[src/rtl/fifo_arb_pkg.sv]
// Shared types and defaults for the FIFO write-port arbiter.
// Latency: n/a (declarations only).
// Backpressure: n/a (declarations only).
//
// Contents: arbiter state enum, default parameter values, clog2 helper.
package fifo_arb_pkg;

  typedef enum logic {
    ARB_IDLE   = 1'b0,
    ARB_LOCKED = 1'b1
  } arb_state_e;

  localparam int DEF_NUM_REQ    = 4;
  localparam int DEF_DATA_WIDTH = 8;
  localparam int DEF_CNT_WIDTH  = 16;

  // Ceiling log2, never below 1 so a one-bit index is always available.
  function automatic int clog2(input int n);
    int r;
    r = 0;
    while ((1 << r) < n) begin
      r = r + 1;
    end
    if (r < 1) begin
      r = 1;
    end
    return r;
  endfunction

endpackage

[src/rtl/rr_priority_pick.sv]
// Rotating-priority encoder: first set request at or after rr_ptr_i, wrapping.
// Latency: purely combinational, 0 cycles.
// Backpressure: none; it only selects, the caller decides whether to accept.
//
// Ports:
//   req_i     in  NUM_REQ   request vector
//   rr_ptr_i  in  ID_WIDTH  highest-priority index (must be < NUM_REQ)
//   found_o   out 1         at least one request set
//   index_o   out ID_WIDTH  winning index (0 when found_o=0)
module rr_priority_pick #(
  parameter int NUM_REQ  = 4,
  parameter int ID_WIDTH = 2
) (
  input  logic [NUM_REQ-1:0]  req_i,
  input  logic [ID_WIDTH-1:0] rr_ptr_i,
  output logic                found_o,
  output logic [ID_WIDTH-1:0] index_o
);

  int idx;

  always_comb begin
    found_o = 1'b0;
    index_o = '0;
    idx     = 0;
    for (int k = 0; k < NUM_REQ; k++) begin
      // Modulo by subtraction: rr_ptr_i < NUM_REQ so one wrap is enough,
      // and indices >= NUM_REQ are never produced.
      idx = int'(rr_ptr_i) + k;
      if (idx >= NUM_REQ) begin
        idx = idx - NUM_REQ;
      end
      if (!found_o && req_i[idx]) begin
        found_o = 1'b1;
        index_o = ID_WIDTH'(idx);
      end
    end
  end

endmodule

[src/rtl/fifo_wr_arbiter.sv]
// Packet-granular round-robin arbiter sharing one FIFO write port among NUM_REQ requesters.
// Latency: 0 cycles; a granted word is presented to the FIFO in the same cycle it is offered.
// Backpressure: all req_ready low while fifo_full=1; a locked packet blocks all other requesters.
//
// Ports:
//   wclk, wrst_n      clock / async active-low reset
//   req_valid/data/last, req_ready   per-requester valid/ready word channel
//   fifo_w_en, fifo_data_in, fifo_full   FIFO write port
//   grant_id, locked  current/last owner and packet-in-progress flag
//   word_cnt, stall_cnt  saturating accepted-word and full-stall counters
module fifo_wr_arbiter
  import fifo_arb_pkg::*;
#(
  parameter int NUM_REQ    = DEF_NUM_REQ,
  parameter int DATA_WIDTH = DEF_DATA_WIDTH,
  parameter int ID_WIDTH   = clog2(NUM_REQ),
  parameter int CNT_WIDTH  = DEF_CNT_WIDTH
) (
  input  logic                          wclk,
  input  logic                          wrst_n,
  input  logic [NUM_REQ-1:0]            req_valid,
  input  logic [NUM_REQ*DATA_WIDTH-1:0] req_data,
  input  logic [NUM_REQ-1:0]            req_last,
  output logic [NUM_REQ-1:0]            req_ready,
  output logic                          fifo_w_en,
  output logic [DATA_WIDTH-1:0]         fifo_data_in,
  input  logic                          fifo_full,
  output logic [ID_WIDTH-1:0]           grant_id,
  output logic                          locked,
  output logic [CNT_WIDTH-1:0]          word_cnt,
  output logic [CNT_WIDTH-1:0]          stall_cnt
);

  arb_state_e          state_q, state_d;
  logic [ID_WIDTH-1:0] rr_ptr_q, rr_ptr_d;
  logic [ID_WIDTH-1:0] owner_q, owner_d;
  logic [ID_WIDTH-1:0] grant_id_q, grant_id_d;
  logic [CNT_WIDTH-1:0] word_cnt_q, word_cnt_d;
  logic [CNT_WIDTH-1:0] stall_cnt_q, stall_cnt_d;

  logic                pick_found;
  logic [ID_WIDTH-1:0] pick_idx;
  logic [NUM_REQ-1:0]  elig_oh;   // requester allowed to transfer this cycle
  logic [NUM_REQ-1:0]  sel_oh;    // eligible and actually valid
  logic                sel_last;
  logic                stall;

  function automatic logic [NUM_REQ-1:0] to_onehot(input logic [ID_WIDTH-1:0] id);
    logic [NUM_REQ-1:0] oh;
    oh = '0;
    for (int i = 0; i < NUM_REQ; i++) begin
      if (ID_WIDTH'(i) == id) begin
        oh[i] = 1'b1;
      end
    end
    return oh;
  endfunction

  function automatic logic [ID_WIDTH-1:0] inc_wrap(input logic [ID_WIDTH-1:0] id);
    return (id == ID_WIDTH'(NUM_REQ - 1)) ? '0 : id + ID_WIDTH'(1);
  endfunction

  rr_priority_pick #(
    .NUM_REQ  (NUM_REQ),
    .ID_WIDTH (ID_WIDTH)
  ) u_pick (
    .req_i    (req_valid),
    .rr_ptr_i (rr_ptr_q),
    .found_o  (pick_found),
    .index_o  (pick_idx)
  );

  // Eligibility and the data mux ignore fifo_full: the owner keeps its ready
  // slot while locked even if it has temporarily dropped valid.
  always_comb begin
    elig_oh = '0;
    if (state_q == ARB_LOCKED) begin
      elig_oh = to_onehot(owner_q);
    end else if (pick_found) begin
      elig_oh = to_onehot(pick_idx);
    end
  end

  assign sel_oh    = elig_oh & req_valid;
  assign req_ready = (wrst_n && !fifo_full) ? elig_oh : '0;
  assign fifo_w_en = |(req_valid & req_ready);
  assign stall     = fifo_full && (|sel_oh);

  always_comb begin
    fifo_data_in = '0;
    sel_last     = 1'b0;
    for (int i = 0; i < NUM_REQ; i++) begin
      if (sel_oh[i]) begin
        fifo_data_in = req_data[i*DATA_WIDTH +: DATA_WIDTH];
        sel_last     = req_last[i];
      end
    end
  end

  always_comb begin
    state_d     = state_q;
    rr_ptr_d    = rr_ptr_q;
    owner_d     = owner_q;
    grant_id_d  = grant_id_q;
    word_cnt_d  = word_cnt_q;
    stall_cnt_d = stall_cnt_q;

    if (fifo_w_en) begin
      case (state_q)
        ARB_IDLE: begin
          grant_id_d = pick_idx;
          if (sel_last) begin
            // Single-word packet: never locks, pointer moves past the winner.
            rr_ptr_d = inc_wrap(pick_idx);
          end else begin
            state_d = ARB_LOCKED;
            owner_d = pick_idx;
          end
        end
        ARB_LOCKED: begin
          if (sel_last) begin
            state_d  = ARB_IDLE;
            rr_ptr_d = inc_wrap(owner_q);
          end
        end
        default: state_d = ARB_IDLE;
      endcase
      if (word_cnt_q != '1) begin
        word_cnt_d = word_cnt_q + CNT_WIDTH'(1);
      end
    end

    if (stall && (stall_cnt_q != '1)) begin
      stall_cnt_d = stall_cnt_q + CNT_WIDTH'(1);
    end
  end

  always_ff @(posedge wclk or negedge wrst_n) begin
    if (!wrst_n) begin
      state_q     <= ARB_IDLE;
      rr_ptr_q    <= '0;
      owner_q     <= '0;
      grant_id_q  <= '0;
      word_cnt_q  <= '0;
      stall_cnt_q <= '0;
    end else begin
      state_q     <= state_d;
      rr_ptr_q    <= rr_ptr_d;
      owner_q     <= owner_d;
      grant_id_q  <= grant_id_d;
      word_cnt_q  <= word_cnt_d;
      stall_cnt_q <= stall_cnt_d;
    end
  end

  assign grant_id  = grant_id_q;
  assign locked    = (state_q == ARB_LOCKED);
  assign word_cnt  = word_cnt_q;
  assign stall_cnt = stall_cnt_q;

endmodule

[config.mk]
export PLATFORM = sky130hd
export DESIGN_NAME = fifo_wr_arbiter
export DESIGN_NICKNAME = d
export VERILOG_FILES = /design/src/rtl/fifo_arb_pkg.sv /design/src/rtl/rr_priority_pick.sv /design/src/rtl/fifo_wr_arbiter.sv
export SDC_FILE = /design/constraint.sdc
export NUM_CORES = 1
export LEC_CHECK = 0
export ABC_AREA = 1
export BUFFER_PORTS_ARGS = -buffer_cell sky130_fd_sc_hd__buf_2
export CAP_MARGIN = 20
export CORE_AREA = 2 2 87 89
export DETAILED_ROUTE_END_ITERATION = 7
export DIE_AREA = 0 0 89 91
export HOLD_SLACK_MARGIN = 0.1
export MAX_ROUTING_LAYER = met4
export PLACE_DENSITY = 0.74
export SLEW_MARGIN = 10
export SYNTH_ARGS = -nofsm -noshare
export SYNTH_HDL_FRONTEND = slang
export SYNTH_SLANG_ARGS = --single-unit
[constraint.sdc]
create_clock -name wclk -period 4.2 [get_ports wclk]
set_input_delay 0.84 -clock wclk [delete_from_list [all_inputs] [get_ports wclk]]
set_output_delay 0.84 -clock wclk [all_outputs]
set_load 0.005 [all_outputs]
After elaboration in Yosys (flattened, before gate mapping)
Cells that the tools add are included.
{"block": "word_totals", "ff_bits": 39}
{"block": "classes", "reduce_logical": 18, "n_mux": 49, "n_bitwise": 4, "magnitude_cmp": 8, "eq_ne": 12, "add_sub_neg": 11}
{"op": "less-than comparator 32 x 4 -> 1 bit, second input constant", "count": 4}
{"op": "2-to-1 mux 32 bit", "count": 4}
{"op": ">= comparator 32 x 4 -> 1 bit, second input constant", "count": 3}
{"op": "subtractor 32 x 4 -> 32 bit, second input constant", "count": 3}
{"op": "adder 16 x 1 -> 16 bit, second input constant", "count": 2}
{"op": "2-to-1 mux 8 bit", "count": 4}
{"op": "inequality test 16 bit, second input constant", "count": 2}
{"op": "2-to-1 mux 1 bit", "count": 25}
{"op": "2-to-1 mux 2 bit", "count": 8}
{"op": "2-to-1 mux 4 bit", "count": 3}
{"op": "AND 4 bit", "count": 2}
{"op": "binary-select mux 1 bit (select 2 bit)", "count": 4}
{"op": "equality test 2 bit, first input constant", "count": 4}
{"op": "OR reduction 4 bit", "count": 2}
{"op": "adder 2 x 2 -> 3 bit, second input constant", "count": 2}
{"op": "logical AND 1 bit", "count": 6}
{"op": "AND reduction 3 bit", "count": 2}
{"op": "adder 2 x 1 -> 2 bit, second input constant", "count": 2}
{"op": "equality test 1 x 2 -> 1 bit, first input constant", "count": 2}
{"op": "equality test 2 bit, second input constant", "count": 2}
{"op": "logical NOT 1 bit", "count": 4}
{"op": "logical NOT 2 bit", "count": 2}
{"op": "case mux 2 bit (2 select lines)", "count": 1}
{"op": "AND reduction 2 bit", "count": 2}
{"op": "other kinds (6)", "count": 7}

Logic depth before layout (Yosys ltp)
Gate-level depths: netlist of the first run.
{"block": "depth", "ltp_word": 26, "depth_mapped": 24, "mapped_depth_nobuf": 24}

Hierarchy
From an unflattened synthesis of the first run, not the netlist that was laid out.
{"block": "hier_totals", "cells_unflattened": 444, "area_unflattened_um2": 3223.1}
{"mod": "fifo_wr_arbiter", "instances": 1, "area_per_inst_um2": 2904.0, "cells_per_inst": 385, "seq_area_each_um2": 975.9}
{"mod": "rr_priority_pick", "instances": 1, "area_per_inst_um2": 319.1, "cells_per_inst": 59, "seq_area_each_um2": 0.0}

Worst setup path before layout of the first run
Ideal clock, no wire load.
{"block": "synth_timing", "kind": "in2out", "startpoint": "input port req_valid[1]", "endpoint": "output port fifo_data_in[0]", "t_required_ps": 3360, "t_arrival_ps": 2995, "slack_ps": 365, "cell_stages": 19, "cell_sequence": "buf_2 > o21ai_0 > nand2_1 > o21ai_1 > nand3b_1 > nor2_1 > a31oi_1 > inv_1 > ha_1 > inv_1 > nor2_1 > nand2_2 > nand2_4 > nand2_2 > buf_4 > nand4_1 > nand2_1 > nand2_1 > a31oi_1"}
{"block": "synth_via", "elab_chain_len": 22, "word_cells_on_any_way": 41, "cone_classes": "eq/ne: 3; mux: 30; bitwise: 1; reduce/logical: 7"}
{"item": "start, declared", "line_no": "fifo_wr_arbiter.sv:21", "source": "input logic [NUM_REQ-1:0] req_valid,"}
{"item": "binary-select mux 1 bit (select 2 bit)", "line_no": "rr_priority_pick.sv:33", "source": "if (!found_o && req_i[idx]) begin"}
{"item": "2-to-1 mux 1 bit (implied by the code) (2 in series)", "line_no": "rr_priority_pick.sv:33"}
{"item": "2-to-1 mux 1 bit", "line_no": "rr_priority_pick.sv:33"}
{"item": "logical NOT 1 bit", "line_no": "rr_priority_pick.sv:33"}
{"item": "logical AND 1 bit", "line_no": "rr_priority_pick.sv:33"}
{"item": "2-to-1 mux 1 bit", "line_no": "rr_priority_pick.sv:33"}
{"item": "logical NOT 1 bit", "line_no": "rr_priority_pick.sv:33"}
{"item": "logical AND 1 bit", "line_no": "rr_priority_pick.sv:33"}
{"item": "[... 4 more ...]"}
{"item": "via pick_idx[1]", "line_no": "fifo_wr_arbiter.sv:42", "source": "logic [ID_WIDTH-1:0] pick_idx;"}
{"item": "logical NOT 2 bit", "line_no": "fifo_wr_arbiter.sv:52", "source": "if (ID_WIDTH'(i) == id) begin"}
{"item": "2-to-1 mux 1 bit", "line_no": "fifo_wr_arbiter.sv:52"}
{"item": "2-to-1 mux 4 bit *", "line_no": "fifo_wr_arbiter.sv:79", "source": "end else if (pick_found) begin"}
{"item": "2-to-1 mux 4 bit *", "line_no": "fifo_wr_arbiter.sv:77", "source": "if (state_q == ARB_LOCKED) begin"}
{"item": "AND 4 bit *", "line_no": "fifo_wr_arbiter.sv:84", "source": "assign sel_oh = elig_oh & req_valid;"}
{"item": "2-to-1 mux 8 bit (3 in series)", "line_no": "fifo_wr_arbiter.sv:93", "source": "if (sel_oh[i]) begin"}
{"item": "2-to-1 mux 8 bit *", "line_no": "fifo_wr_arbiter.sv:93"}
{"item": "end, declared", "line_no": "fifo_wr_arbiter.sv:26", "source": "output logic [DATA_WIDTH-1:0] fifo_data_in,"}
Mark *: on every way through the listed nets, which the timed path passes. The rest lies on a longest branch. The select of a mux whose other input is x is not followed.

Worst setup path after layout of the first run
{"block": "layout_timing", "startpoint": "input port req_valid[2]", "endpoint": "output port fifo_data_in[5]"}
Same word-level chain as after synthesis.

==> results of run 1 <==
## layout by cell type, fill, tap and decap left out, drive strengths merged, types with 6 or more instances in the layout
cell type  netlist  routed
nor3            14      14
inv             47      47
clkbuf           3       6
ha              10      10
a31oi            7       7
o21ai           20      20
nand4           15      15
dfrtp           39      39
xor2            17      17
nor2            30      30
a21oi            7       7
xnor2           10      10
nand3           44      44
nand2          160     160
buf              9      99
## flip-flops by register name (all words and copies together) (netlist names)
signal	count
word_cnt	16
owner_q	2
stall_cnt	16
grant_id	2
locked	1
rr_ptr_q	2
## cell usage after synthesis, types with 2 or more instances
library cell / number
sky130_fd_sc_hd__a21oi_1: 7
sky130_fd_sc_hd__a31oi_1: 7
sky130_fd_sc_hd__buf_6: 6
sky130_fd_sc_hd__clkbuf_1: 3
sky130_fd_sc_hd__dfrtp_1: 39
sky130_fd_sc_hd__ha_1: 10
sky130_fd_sc_hd__inv_1: 42
sky130_fd_sc_hd__inv_2: 4
sky130_fd_sc_hd__nand2_1: 145
sky130_fd_sc_hd__nand2_2: 10
sky130_fd_sc_hd__nand2_4: 3
sky130_fd_sc_hd__nand2_8: 2
sky130_fd_sc_hd__nand3_1: 36
sky130_fd_sc_hd__nand3_2: 7
sky130_fd_sc_hd__nand3b_1: 2
sky130_fd_sc_hd__nand4_1: 14
sky130_fd_sc_hd__nor2_1: 29
sky130_fd_sc_hd__nor3_1: 14
sky130_fd_sc_hd__nor4_1: 2
sky130_fd_sc_hd__o21ai_0: 11
sky130_fd_sc_hd__o21ai_1: 6
sky130_fd_sc_hd__o21ai_2: 3
sky130_fd_sc_hd__xnor2_1: 10
sky130_fd_sc_hd__xor2_1: 17
## report_power, final
part           switching, mW  internal (mW)
combinational           1.01          0.582
clock                  0.131          0.192
sequential             0.120          0.489
total                   1.26           1.26
## repair_timing
action,4_1_cts,5_1_grt
setup endpoints to repair,0,9
hold buffers,0,0
setup buffers,0,2
resized for setup,0,14
## layer usage
| layer | wire length, microns | share of wire, % | vias up |
|---|---|---|---|
| met3 | 484 | 5.9 | 13 |
| met2 | 3920 | 48 | 118 |
| met5 | 0 | 0 | - |
| met4 | 119 | 1.5 | 0 |
| li1 | - | - | 1627 |
| met1 | 3670 | 45 | 1495 |
## worst min path at each step
| stage | slack (ps) | startpoint | endpoint | cells past startpoint |
|---|---|---|---|---|
| after global routing | 550 | grant_id[0]$_DFFE_PN0P_ | grant_id[0]$_DFFE_PN0P_ | 2 |
| after global placement | 500 | word_cnt[15]$_DFFE_PN0P_ | word_cnt[15]$_DFFE_PN0P_ | 2 |
| after floorplan | 480 | grant_id[0]$_DFFE_PN0P_ | grant_id[0]$_DFFE_PN0P_ | 2 |
| after CTS | 500 | grant_id[0]$_DFFE_PN0P_ | grant_id[0]$_DFFE_PN0P_ | 2 |
| after detailed placement | 480 | grant_id[0]$_DFFE_PN0P_ | grant_id[0]$_DFFE_PN0P_ | 2 |
| final | 500 | grant_id[0]$_DFFE_PN0P_ | grant_id[0]$_DFFE_PN0P_ | 2 |
## through the flow
| step | area [sq um] | total power, mW | hold WS [ps] | std cells |
|---|---|---|---|---|
| floorplan | 3130 | 1.74 | 476 | 444 |
| global placement | 3670 | 2.08 | 498 | 628 |
| detailed placement | 3670 | 2.12 | 480 | 628 |
| CTS | 3780 | 2.46 | 505 | 636 |
| global route | 3860 | 2.77 | 553 | 639 |
| finish | 3860 | 2.53 | 497 | 639 |
## critical path, cell delays in order
cell,delay (ps)
sky130_fd_sc_hd__buf_2,150
sky130_fd_sc_hd__inv_1,60
sky130_fd_sc_hd__nand2_1,100
sky130_fd_sc_hd__nand3_1,100
sky130_fd_sc_hd__o21a_1,240
sky130_fd_sc_hd__nand3b_1,170
sky130_fd_sc_hd__nor2_1,170
sky130_fd_sc_hd__a31oi_2,70
sky130_fd_sc_hd__buf_4,170
sky130_fd_sc_hd__ha_1,190
sky130_fd_sc_hd__inv_1,50
sky130_fd_sc_hd__nor2_1,40
sky130_fd_sc_hd__nand2_2,100
sky130_fd_sc_hd__nand2_2,100
sky130_fd_sc_hd__nand2_8,130
sky130_fd_sc_hd__clkinvlp_4,130
sky130_fd_sc_hd__o21ai_1,140
sky130_fd_sc_hd__nand2_1,60
sky130_fd_sc_hd__nand2_1,50
sky130_fd_sc_hd__buf_2,100
## cells by family (layout without fill, tap and decap cells)
group,after synthesis,after routing,synth area share [%]
simple gates,270,270,41.4
buf+inv,60,156,8.86
flops,39,39,31.1
compound gates,38,38,7.11
xor+xnor,27,27,7.54
fa+ha+maj,10,10,3.99
## final cells by class
type	instances	area, sq um
Clock buffer	6	82.6
Clock inverter	2	35.0
Fill cell	734	3280
Inverter	48	186
Multi-Input combinational cell	345	1930
Sequential cell	39	976
Tap cell	99	124
Timing Repair Buffer	99	518
Timing Repair inverter	1	5.00
==> implementation parameters, run 1 <==
Parameter                              Value

CTS
  Clock tree from TritonCTS ... done
  Root Driver ... sky130_fd_sc_hd__clkbuf_8
  Number of buffers inserted during clock tree synthesis ... 5
  Number of sinks on the clock net ... 39
  CTS H-tree depth ... 2
  Clock edge transition at the registers on the reported setup and hold paths ... 80 ps
  Clock Path Buffers ... 2
  Clock latency of the later-clocked register in the worst-skew pair ... 290 ps

Floorplanning
  Die H ... a little over 90 microns
  Number of core rows ... 31
  Number of top-level pins ... 91
  Core Box Area ... 0.00714 sq mm
  Die area ... 0.00810 sq mm
  Starting density of the core ... between 40% and 50%
  Die extent in x ... 89 microns

Synth
  Distinct cell type count after synthesis ... 39
  Share of the yosys chip area belonging to registers ... just over 30%
  Synthesized net count ... 497
  Mean post-synth cell area ... 7.06 sq um
  Netlist Area Pre-Place ... 0.00313 sq mm
  Count of mapped cells out of synthesis ... 444
  Leading cell types by total area after synthesis ... sky130_fd_sc_hd__dfrtp_1 31%, sky130_fd_sc_hd__nand2_1 17%, sky130_fd_sc_hd__nand3_1 5.7%, sky130_fd_sc_hd__inv_1 5.0%, sky130_fd_sc_hd__xor2_1 4.8%
  Count of flip-flops with a built-in enable after synthesis ... 0
  Most used flip-flop cell after synthesis ... sky130_fd_sc_hd__dfrtp_1
  Area fraction of the dominant cell type after synthesis ... between 30 and 40%
  Async set or reset register ratio after synthesis ... 100%
  Count of warnings emitted by yosys ... 0
  Synthesized flop and latch total ... 39
  Most area-hungry cell type in the Yosys netlist ... sky130_fd_sc_hd__dfrtp_1

Setup path
  Critical path capture point ... fifo_data_in[5]
  Worst setup EP type ... output pin
  Setup crit start kind ... input pin
  Startpoint of the most critical setup path ... req_valid[2]
  Number of cells on the worst reg-to-reg path ... 19
  CP max FO ... 9
  Data arrival time of the critical path ... approximately 3200 ps
  Critical register-to-register path endpoint ... stall_cnt[1]$_DFFE_PN0P_
  Source of the worst register-to-register timing path ... rr_ptr_q[0]$_DFFE_PN0P_
  CP Class ... input pin to output pin
  Required time at the endpoint of the critical path ... 3360 ps
  Reg-to-reg slack, setup ... 940 ps

Drt
  DRC violations left ... 0
  Vias ... between 3000 and 4000
  Total iterations of the first detailed-routing run ... 4
  Per-cell via count in the routed design ... 5.09
  Remaining antenna violation count after routing ... 0
  DRT iter0 DRCs ... ~130
  Routed WL per cell ... 12.8 microns
  Post-detailed-routing wire length ... 8200 microns

Pwr
  Leakage component of the power ... 1.96 nW
  Worst vdd rail ir drop ... 310 uV
  Power density over the cells ... 655 mW/mm^2

Layout
  Share of layout cells above drive strength 1 ... 28.0%
  Layout Area Growth over Synthesis ... 23.1%
  Final nets ... a little under 600
  Core utilization of the finished layout ... a little over half
  Diode count ... 0

Placed design
  Post-DP HPWL ... roughly 6300 microns
  Port Buffers ... 90
  Final RePlAce weighted congestion ... about 0.95
  Setup Slack @ Placement ... 84.1 ps

GRT
  First-pass GRT wire length ... ~14000 microns
  Pin count of the biggest net entering global routing ... 40
  Grt met3 use ... under 10%
  Grt met1 use ... a little over a quarter
  GR Util met2 ... 35.3%
  All-Layer GR Usage ... 20.9%
  Global-route congestion overflow total ... 0
  Global-route layer with the greatest usage ... met2
  Number of antenna violations at the first check in global routing ... 0
  Via count of the first global-routing pass ... 3108

Worst hold path
  Hold WC Path Type ... flip-flop to flip-flop

Timing
  Worst setup margin ... 199 ps
  Worst-Margin Slew ... 500 ps
  Max-slew violations ... 0
  Hold Violations, Final ... 0
  Count of final setup violators ... 0
  Worst setup skew after layout ... 5.08 ps
  Max_slew headroom ... 66.4%
  Highest clock frequency the design can meet ... 250 MHz
  TNS Setup ... 0 ps
  Part of the cycle the worst path needs ... roughly 95%
  Final worst path period need ... between 4000 and 5000 ps

Run
  Maximum capacitance violations ... 0

Outcome
  Run status ... complete, no violations
Power figures use the tool's default switching activity.
==> inputs of run 2 (changes only) <==
--- a/config.mk
+++ b/config.mk
@@ -8,12 +8,12 @@
 export ABC_AREA = 1
 export BUFFER_PORTS_ARGS = -buffer_cell sky130_fd_sc_hd__buf_2
 export CAP_MARGIN = 20
-export CORE_AREA = 2 2 87 89
+export CORE_AREA = 2 2 80 82
 export DETAILED_ROUTE_END_ITERATION = 7
-export DIE_AREA = 0 0 89 91
+export DIE_AREA = 0 0 82 84
 export HOLD_SLACK_MARGIN = 0.1
 export MAX_ROUTING_LAYER = met4
-export PLACE_DENSITY = 0.74
+export PLACE_DENSITY = 0.85
 export SLEW_MARGIN = 10
 export SYNTH_ARGS = -nofsm -noshare
 export SYNTH_HDL_FRONTEND = slang
==> run 2 against run 1 <==
Against the previous run: sequential power is 0.7% higher; critical path type unchanged; sequential cell count stayed put; routed wire length is 3.8% lower; combinational power hardly changed; total power is 3.2% lower; final cell count is 3.6% lower; sequential share of layout area is 0.43 points higher; largest power group unchanged; first-iteration DRC count is 4.5% lower; highest routed layer unchanged.
==> implementation parameters, run 2 (synthesis results as in run 1) <==
Parameter                              Value

Drt
  Post-detailed-routing wire length ... 7880 microns (was 8200 microns)
  Total iterations of the first detailed-routing run ... 4 (unchanged)
  Per-cell via count in the routed design ... 5.23 (was 5.09)
  DRC violations left ... 0 (unchanged)
  Vias ... 3220 (was 3253)
  Remaining antenna violation count after routing ... 0 (unchanged)
  Routed WL per cell ... 12.8 microns (about the same)
  DRT iter0 DRCs ... 127 (was 133)

Timing
  Max-slew violations ... 0 (unchanged)
  Hold Violations, Final ... 0 (unchanged)
  Highest clock frequency the design can meet ... 246 MHz (was 250 MHz)
  Max_slew headroom ... 62.8% (was 66.4%)
  Count of final setup violators ... 0 (unchanged)
  Final worst path period need ... 4060 ps (was 4000 ps)
  Worst setup margin ... 136 ps (was 199 ps)
  Unrepaired setup endpoints after global routing ... yes
  Worst-Margin Slew ... 553 ps (was 500 ps)
  Part of the cycle the worst path needs ... 96.8% (was 95.3%)
  Worst setup skew after layout ... 5.87 ps (was 5.08 ps)

Layout
  Diode count ... 0 (unchanged)
  Non-filler instance count after layout ... 616 (was 639)
  Share of layout cells above drive strength 1 ... 27.1% (was 28.0%)
  Final nets ... 591 (was 592)
  Most common library cell in the layout ignoring fill and taps ... sky130_fd_sc_hd__nand2_1 (unchanged)
  Filler cell count in the final layout ... 569 (was 734)
  Layout Area Growth over Synthesis ... 21.0% (was 23.1%)
  Core utilization of the finished layout ... 62.2% (was 54.0%)
  Most frequent cells in the layout ... 144 x sky130_fd_sc_hd__nand2_1, 90 x sky130_fd_sc_hd__buf_2, 42 x sky130_fd_sc_hd__inv_1 (was 143 x sky130_fd_sc_hd__nand2_1, 90 x sky130_fd_sc_hd__buf_2, 40 x sky130_fd_sc_hd__inv_1)

Setup path
  Dominant delay contributor by cell family on the critical path ... simple AND/OR/NAND/NOR gates (unchanged)
  CP Class ... input pin to output pin (unchanged)
  Worst setup EP type ... output pin (unchanged)
  Most common cell on crit path ... sky130_fd_sc_hd__nand2_1 (unchanged)
  Cell at the slowest stage of the critical path ... sky130_fd_sc_hd__ha_1 (was sky130_fd_sc_hd__o21a_1)
  Setup crit start kind ... input pin (unchanged)
  WP buf/inv ... 5 (was 6)
  Critical Path Max Stage Delay ... 190 ps (was 240 ps)
  Required time at the endpoint of the critical path ... 3360 ps (about the same)
  Cell-by-cell listing of the critical path ... buf_2 > nand2_1 > nand2_1 > nand2_1 > nand2_2 > nor2_4 > nand3b_1 > nor2_1 > a31oi_2 > buf_4 > ha_1 > inv_1 > nor2_1 > nand2_2 > nand2_2 > nand2_8 > clkinvlp_4 > o21ai_0 > nand2_1 > nand2_1 > buf_2 (was buf_2 > inv_1 > nand2_1 > nand3_1 > o21a_1 > nand3b_1 > nor2_1 > a31oi_2 > buf_4 > ha_1 > inv_1 > nor2_1 > nand2_2 > nand2_2 > nand2_8 > clkinvlp_4 > o21ai_1 > nand2_1 > nand2_1 > buf_2)
  CP max FO ... 11 (was 9)
  Data arrival time of the critical path ... 3220 ps (was 3160 ps)

Run
  Maximum capacitance violations ... 0 (unchanged)

GRT
  All-Layer GR Usage ... 22.9% (was 20.9%)
  Pin count of the biggest net entering global routing ... 40 (unchanged)
  Global-route congestion overflow total ... 0 (unchanged)
  Number of antenna violations at the first check in global routing ... 0 (unchanged)
  Via count of the first global-routing pass ... 2823 (was 3108)
  First-pass GRT wire length ... 12300 microns (was 13600 microns)

Floorplanning
  Number of top-level pins ... 91 (unchanged)
  Die extent in x ... 82 microns (was 89 microns)
  Starting density of the core ... 51.4% (was 43.9%)
  Number of core rows ... 29 (was 31)
  Core Box Area ... 0.00610 sq mm (was 0.00714 sq mm)
  Die H ... 84 microns (was 91 microns)
  Die area ... 0.00689 sq mm (was 0.00810 sq mm)

CTS
  Number of sinks on the clock net ... 39 (unchanged)
  Number of buffers inserted during clock tree synthesis ... 5 (unchanged)
  CTS H-tree depth ... 2 (unchanged)
  Clock latency of the later-clocked register in the worst-skew pair ... 290 ps (about the same)
  Clock edge transition at the registers on the reported setup and hold paths ... 70 ps (was 80 ps)
  Clock Path Buffers ... 2 (unchanged)
  Root Driver ... sky130_fd_sc_hd__clkbuf_8 (unchanged)
  Clock tree from TritonCTS ... done (unchanged)

Placed design
  Final RePlAce weighted congestion ... 0.881 (was 0.950)
  Port Buffers ... 90 (unchanged)
  Post-DP HPWL ... 5830 microns (was 6350 microns)
  Total placed cells including tap cells ... 605 (was 628)
  Setup Slack @ Placement ... 66.9 ps (was 84.1 ps)

Pwr
  Leakage component of the power ... 1.93 nW (was 1.96 nW)
  Pwr Total ... 2.45 mW (was 2.53 mW)
  Worst vdd rail ir drop ... 350 uV (was 310 uV)
  Power density over the cells ... 645 mW/mm^2 (was 655 mW/mm^2)

Worst hold path
  Hold WC Path Type ... flip-flop to flip-flop (unchanged)

Outcome
  Run status ... complete, no violations (unchanged)
run 2: changes by cell type in the layout (fill, tap and decap cells not counted), sizes merged:
cell    change
buf         -1
bufinv      -1
clkbuf      +1
run 2: path summary, 6_finish.rpt:
check,to,from,slack (ps),cells past startpoint
setup / recovery,fifo_data_in[5],req_valid[2],140,21
hold reg to reg,grant_id[0]$_DFFE_PN0P_,grant_id[0]$_DFFE_PN0P_,490,2
setup reg to reg,owner_q[0]$_DFFE_PN0P_,rr_ptr_q[0]$_DFFE_PN0P_,1100,18
hold / removal,grant_id[0]$_DFFE_PN0P_,grant_id[0]$_DFFE_PN0P_,490,2
min in group asynchronous,stall_cnt[9]$_DFFE_PN0P_,wrst_n,620,2
max in group asynchronous,word_cnt[15]$_DFFE_PN0P_,wrst_n,3250,2
run 2: worst min-delay path, delay by kind of cell, from the launching register on:
kind            cells  cell delay [ps]
compound gates      1               70
flops               1              340
simple gates        1               50
run 2: report_power, final:
group          internal [mW]  total, mW  switching [mW]  leakage, nW
clock                  0.117      0.243           0.126       0.0422
combinational          0.578       1.59            1.01         1.39
sequential             0.489      0.613           0.123        0.504
run 2: cell type report:
class	count	area, sq um	area share [%]
Clock buffer	7	76.3	2.01
Tap cell	77	96.3	2.54
Inverter	48	186	4.91
Timing Repair inverter	1	5.00	0.132
Clock inverter	1	5.00	0.132
Sequential cell	39	976	25.7
Timing Repair Buffer	98	510	13.5
Multi-Input combinational cell	345	1940	51.1
run 2: metal layers:
metal	vias up	GRT usage, %	share of wire (%)
met5	-	-	0
met4	0	6.67	1.1
met3	8	3.03	5.7
met2	120	37.8	50
met1	1459	29.0	43
li1	1633	-	-
run 2: metrics by stage:
| step | area, sq um | hold WS (ps) | setup TNS [ps] |
|---|---|---|---|
| final | 3790 | 491 | 0 |
| after global routing | 3790 | 520 | -83.7 |
| after CTS | 3710 | 496 | 0 |
| after detailed placement | 3630 | 476 | 0 |
| after global placement | 3630 | 471 | 0 |
| after floorplan | 3130 | 476 | 0 |
run 2: repair_timing:
action	in CTS	in global routing
resized for setup	0	12
setup buffers	0	2
setup endpoints to repair	0	9
hold buffers	0	0
